--- src/rtl/pulse_spacer.sv ---
// Queues single-cycle event pulses and re-emits them at least pGAP_CYCLES apart,
// so the downstream req/ack pulse synchronizer never loses an event.
module pulse_spacer #(
    parameter int pCNT_WIDTH  = 4,
    parameter int pGAP_CYCLES = 8
) (
    input  logic                  clk,
    input  logic                  reset_n,
    input  logic                  clr_i,
    input  logic                  in_pulse,
    output logic                  out_pulse,
    output logic [pCNT_WIDTH-1:0] pending,
    output logic                  overflow,
    output logic                  idle
);

    localparam int GAP_W = (pGAP_CYCLES > 2) ? $clog2(pGAP_CYCLES) : 1;
    localparam logic [GAP_W-1:0]      GAP_LOAD = GAP_W'(pGAP_CYCLES - 2);
    localparam logic [GAP_W-1:0]      GAP_ONE  = GAP_W'(1);
    localparam logic [pCNT_WIDTH-1:0] PEND_MAX = '1;
    localparam logic [pCNT_WIDTH-1:0] PEND_ONE = pCNT_WIDTH'(1);

    typedef enum logic [1:0] {
        IDLE,
        FIRE,
        GAP
    } state_t;

    state_t           state;
    state_t           state_next;
    logic [GAP_W-1:0] gap_cnt;
    logic [GAP_W-1:0] gap_cnt_next;
    logic             dec;
    logic             inc;

    // A fire consumes one queued event, which frees a slot for a same-cycle arrival.
    always_comb begin
        state_next   = state;
        gap_cnt_next = gap_cnt;
        case (state)
            IDLE: begin
                if (in_pulse || (pending != '0)) begin
                    state_next = FIRE;
                end
            end
            FIRE: begin
                state_next   = GAP;
                gap_cnt_next = GAP_LOAD;
            end
            GAP: begin
                if (gap_cnt == '0) begin
                    state_next = (in_pulse || (pending != '0)) ? FIRE : IDLE;
                end else begin
                    gap_cnt_next = gap_cnt - GAP_ONE;
                end
            end
            default: state_next = IDLE;
        endcase
        dec = (state_next == FIRE);
        inc = in_pulse & ((pending != PEND_MAX) | dec);
    end

    always_ff @(posedge clk or negedge reset_n) begin
        if (!reset_n) begin
            state     <= IDLE;
            gap_cnt   <= '0;
            pending   <= '0;
            overflow  <= 1'b0;
            out_pulse <= 1'b0;
        end else if (clr_i) begin
            state     <= IDLE;
            gap_cnt   <= '0;
            pending   <= '0;
            overflow  <= 1'b0;
            out_pulse <= 1'b0;
        end else begin
            state     <= state_next;
            gap_cnt   <= gap_cnt_next;
            out_pulse <= (state_next == FIRE);
            if (inc && !dec) begin
                pending <= pending + PEND_ONE;
            end else if (dec && !inc) begin
                pending <= pending - PEND_ONE;
            end
            if (in_pulse && !inc) begin
                overflow <= 1'b1;
            end
        end
    end

    assign idle = (state == IDLE) && (pending == '0);

endmodule

--- config.mk ---
export PLATFORM = sky130hd
export DESIGN_NAME = pulse_spacer
export DESIGN_NICKNAME = d
export VERILOG_FILES = /design/src/rtl/pulse_spacer.sv
export SDC_FILE = /design/constraint.sdc
export NUM_CORES = 1
export LEC_CHECK = 0
export BUFFER_PORTS_ARGS = -buffer_cell sky130_fd_sc_hd__buf_2
export CELL_PAD_IN_SITES_DETAIL_PLACEMENT = 1
export CELL_PAD_IN_SITES_GLOBAL_PLACEMENT = 1
export CORE_ASPECT_RATIO = 1.2
export CORE_MARGIN = 4
export CORE_UTILIZATION = 35
export CTS_CLUSTER_DIAMETER = 150
export DETAILED_ROUTE_END_ITERATION = 10
export PLACE_DENSITY = 0.7
export SYNTH_ARGS = -nofsm -noshare
export SYNTH_HDL_FRONTEND = slang
export SYNTH_SLANG_ARGS = --single-unit
--- constraint.sdc ---
create_clock -name clk -period 4.4 [get_ports clk]
set_input_delay 0.22 -clock clk [delete_from_list [all_inputs] [get_ports clk]]
set_output_delay 0.22 -clock clk [all_outputs]
set_load 0.05 [all_outputs]
### Word-level counts from Yosys, hierarchy flattened

Cells that the tools add are included.

| storage, ports and cells | value |
|---|---|
| input port bits | 4 |
| flip-flop bits (word level) | 11 |

| operators by class | value |
|---|---|
| reductions and logical operators | 15 |
| eq/ne operators | 5 |
| add/sub/neg operators | 3 |
| bitwise operators | 2 |
| muxes and demuxes | 14 |

Operator list:

| kind | number |
|---|---|
| $mux W4 | 3 |
| $mux W2 | 3 |
| $mux W3 | 2 |
| $pmux W2 S3 | 1 |
| $pmux W3 S2 | 1 |
| $reduce_bool A3 Y1 | 2 |
| $add A4 B1 Y4 const B | 1 |
| $eq A2 B1 Y1 const B | 2 |
| $logic_and A1 B1 Y1 | 4 |
| $logic_not A4 Y1 | 1 |
| $mux W1 | 4 |
| $ne A4 B4 Y1 const B | 1 |
| $reduce_bool A4 Y1 | 1 |
| $sub A4 B1 Y4 const B | 1 |
| $logic_not A3 Y1 | 1 |
| $ne A3 B3 Y1 const B | 1 |
| $sub A3 B1 Y3 const B | 1 |
| $eq A2 B2 Y1 const B | 1 |
| $logic_not A1 Y1 | 2 |
| $logic_not A2 Y1 | 1 |
| $reduce_and A2 Y1 | 1 |
| $reduce_bool A2 Y1 | 1 |
| $and A1 B1 Y1 | 1 |
| $logic_or A1 B1 Y1 | 1 |
| $or A1 B1 Y1 | 1 |

### Depth between registers and ports, before layout

| logic depth | value |
|---|---|
| word-level depth | 13 |
| mapped depth | 10 |
| gate-level depth less buffers | 10 |

### Worst setup path before layout

OpenSTA, ideal clock, no wires.

| path | value |
|---|---|
| path kind | reg-to-output |
| start point | reg pending[1] |
| end point | out idle |
| required time | 4.180 ns |
| arrival | 2.395 ns |
| path slack | 1.785 ns |
| buffers on the path | 0 |
| cell stages (with the launch flop) | 3 |
| cells stage by stage | dfrtp_1 or4_2 nor3_1 |

| on the way | value |
|---|---|
| word-level cells in the longest chain between the ends | 2 |

Ends and longest elaborated chain:

| element | RTL line | source |
|---|---|---|
| from (decl) | 12 | `output logic [pCNT_WIDTH-1:0] pending,` |
| from (signal assigned) | 81 | `pending <= pending + PEND_ONE;` |
| from (signal assigned) | 83 | `pending <= pending - PEND_ONE;` |
| $logic_not A4 Y1 | 91 | `assign idle = (state == IDLE) && (pending == '0);` |
| $logic_and A1 B1 Y1 | 91 |  |
| to (decl) | 14 | `output logic idle` |

No other way between the ends.

### Worst setup path after layout

| path | value |
|---|---|
| start point | reg gap_cnt[0] |
| end point | reg pending[3] |

| on the way | value |
|---|---|
| word-level cells in the longest chain between the ends | 9 |

Ends and longest elaborated chain:

| element | RTL line | source |
|---|---|---|
| from (decl) | 31 | `logic [GAP_W-1:0] gap_cnt;` |
| from (signal assigned) | 78 | `gap_cnt <= gap_cnt_next;` |
| $logic_not A3 Y1 * | 51 | `if (gap_cnt == '0) begin` |
| $mux W2 * | 51 |  |
| $pmux W2 S3 * | 40 | `case (state)` |
| $eq A2 B1 Y1 * | 59 | `dec = (state_next == FIRE);` |
| $or A1 B1 Y1 | 60 | `inc = in_pulse & ((pending != PEND_MAX) \| dec);` |
| $and A1 B1 Y1 | 60 |  |
| $logic_and A1 B1 Y1 or $logic_not A1 Y1 (tied branches) | 80, 82 |  |
| $mux W4 or $logic_and A1 B1 Y1 (tied branches) | 80, 82 |  |
| $mux W4 or $reduce_bool A3 Y1 (tied branches) | -- |  |

Mark *: on every way between the ends. The rest lies on a longest branch, timed or not.
A chain may end at the register's enable or synchronous reset.

==> summary.txt <==
Floorplan
  • Die H: 58.4 microns
  • Starting Density: 36.2%
  • Core Box Area: 2050 sq um
  • Ports: 11
  • Die Wd: 50.0 microns
  • Std-Cell Rows: 18
  • DIE AREA: 2920 sq um

Setup path
  • WP data required: 4550 ps
  • CP Data Arrival Time: 2940 ps
  • Crit. End Element: flop
  • Critical path class: flop to flop
  • Worst setup SP type: flop
  • Crit path max fanout: 9

Timing
  • TNS Setup: 0 ps
  • Final Hold Viols: 0
  • Post-route minimum period: 2790 ps
  • Actual slew at the worst max-slew pin: 355 ps
  • Tcrit/Tclk final: 63.4%
  • Max Slew Vio Count: 0
  • Setup-failing EPs final: 0
  • Slew HR: 76.3%
  • RSZ-0062 raised after global routing: false
  • Clk_skew: 8.09 ps
  • Fmax: 0.358 GHz

Synthesis
  • Synth Register Bits: 11
  • Seq/Total Area, Yosys: 37.1%
  • Cells after Synth: 77
  • Top-area cell type share of the netlist area: 37.1%
  • Number of synthesis warnings: 0
  • Synth Area in Compound Gates: 15.3%
  • Most used DFF post-synth: dfrtp_1
  • Synth Cell Area: 742 sq um
  • Mux contribution to synthesized area: 5.90%
  • Largest family of logic cells by synthesized area: simple AND/OR/NAND/NOR gates
  • Post-synthesis adder-cell area fraction: 9.44%
  • Synth Area in Simple Gates: 26.1%
  • Number of synthesized flops with an enable pin: 0
  • Avg Synthesized Cell Area: 9.64 sq um
  • Library cells used by synthesis: 35
  • Post-synth top cells: dfrtp_1, nor2_1, inv_1
  • Area leader, netlist: dfrtp_1
  • Synth area leaders: dfrtp_1, ha_1, nor2_1
  • Post-Synth XOR/XNOR Area: 1.18%
  • Post-synthesis net count: 86
  • Post-synthesis async set-or-reset flop share: 100%

Power
  • Peak supply drop: 313 uV
  • Pleak: 0.408 nW
  • Power Total: 0.634 mW
  • Power density cells: 743 nW/um^2

Route
  • Vias per cell: 5.15
  • First-pass DRT Iterations: 4
  • Final ANT Viol Nets: 0
  • Initial DRC Count: 11
  • DRC viols: 0
  • Via count: 613
  • WL final: 1630 microns
  • Avg WL per Cell: 13.7 microns

Placement
  • Placer Congestion: 0.755
  • I/O Buffers: 10
  • Dpl cell area: 816 sq um
  • Detailed Place HPWL: 1220 microns

CTS
  • CTS tree: done
  • Post-CTS setup buffer count: 0
  • Total CTS buffers: 3
  • Worst-Skew Late Latency: 280 ps
  • Clk buf depth: 2
  • H-tree depth: 1
  • # clock sinks: 11
  • Clk root buf: clkbuf_4
  • Worst-path clk slew: 80 ps

Layout
  • # diodes: 0
  • Nets: 99
  • Filler Cell Count: 242
  • Area growth syn-to-layout: 15.0%
  • Cell area after layout: 853 sq um
  • Layout cells sized above 1: 27.0%

Global routing
  • Number of global-route vias before repair: 600
  • Initial antenna violation count: 0
  • Largest net degree at the start of global routing: 16
  • Remaining global-route overflow: 0
  • GRT Total Usage: 12.3%
  • First-pass GRT wire length: 2710 microns

Worst hold path
  • Worst hold-check path type: primary input to flop

Run status
  • Status: finished, final reports clean

Run
  • Max Cap Viol: 0
[placed cells by master (no fill, tap or decap), types with 2 or more instances in the layout]
cell	Yosys	final
nor2_1	11	11
buf_2	2	10
mux2_2	3	3
nand2b_1	2	2
nor3_1	5	5
clkbuf_4	0	3
a21oi_1	3	3
nor2b_1	2	2
ha_1	4	4
a21o_1	2	2
inv_1	6	6
dfrtp_1	11	11
nand2_1	3	3
[metal layers]
metal | up-vias | routed length, microns | GRT usage, %
met5 | - | 0 | 0
met3 | 4 | 44 | 1.52
li1 | 297 | - | -
met1 | 301 | 748 | 15.4
met2 | 11 | 792 | 19.8
met4 | 0 | 39 | 8.30
[layout make-up]
type	count	area [sq um]	share of cell area (%)
sequential	11	275	32.3
clock inverter	1	5.00	0.587
tap	30	37.5	4.40
clock buffer	3	22.5	2.64
multi-input combinational	57	430	50.4
timing repair buffer	11	60.1	7.04
inverter	6	22.5	2.64
[path summary, 6_finish.rpt]
check	from	end	depth (start not counted)	slack, ps
worst max-delay path	gap_cnt[0]	pending[3]	10	1610
worst min-delay path	clr_i	gap_cnt[0]	2	280
worst max register to register	gap_cnt[0]	pending[3]	10	1610
worst min register to register	overflow	overflow	2	530
max in group asynchronous	reset_n	gap_cnt[2]	2	3850
min in group asynchronous	reset_n	pending[0]	2	330
[flip-flops by register name (all words and copies together), names as in the netlist]
signal / count
pending: 4
out_pulse: 1
gap_cnt: 3
state: 2
overflow: 1
[kinds of logic after synthesis]
logic type	after synthesis
muxes	4
AOI/OAI and AO/OA	13
and+or+nand+nor	34
buffers and inverters	9
adders and majority gates	5
xor gates and xnor gates	1
DFF	11
[metrics by stage]
stage	std cells	worst slack, ps	util, %	hold WS [ps]
after detailed placement	114	1650	39.8	110
after floorplan	77	1790	-	-75.6
after global placement	114	1740	39.8	109
after global routing	119	1420	41.6	309
after CTS	119	1620	41.6	289
final	119	1610	41.6	285
[what timing repair did]
action,CTS,global route
resized for setup,0,0
endpoints found under the hold margin,11,0
hold buffers,1,0
[critical path, cell delays in order, from the launching register on]
cell and delay (ps):
dfrtp_1 370, inv_1 80, ha_1 250, nand2b_4 100
a21o_1 290, nand3_1 190, ha_1 310, a21o_1 180
a21oi_1 290, a311oi_1 80, or4_1 520
[power by group]
group / internal (mW) / switching [mW] / total [mW] / leakage [nW]
sequential: 0.133 / 0.0508 / 0.184 / 0.147
clock: 0.0338 / 0.0382 / 0.0720 / 0.0177
combinational: 0.144 / 0.234 / 0.378 / 0.243
total: 0.311 / 0.323 / 0.634 / 0.408
(Power assumes the default switching activity.)
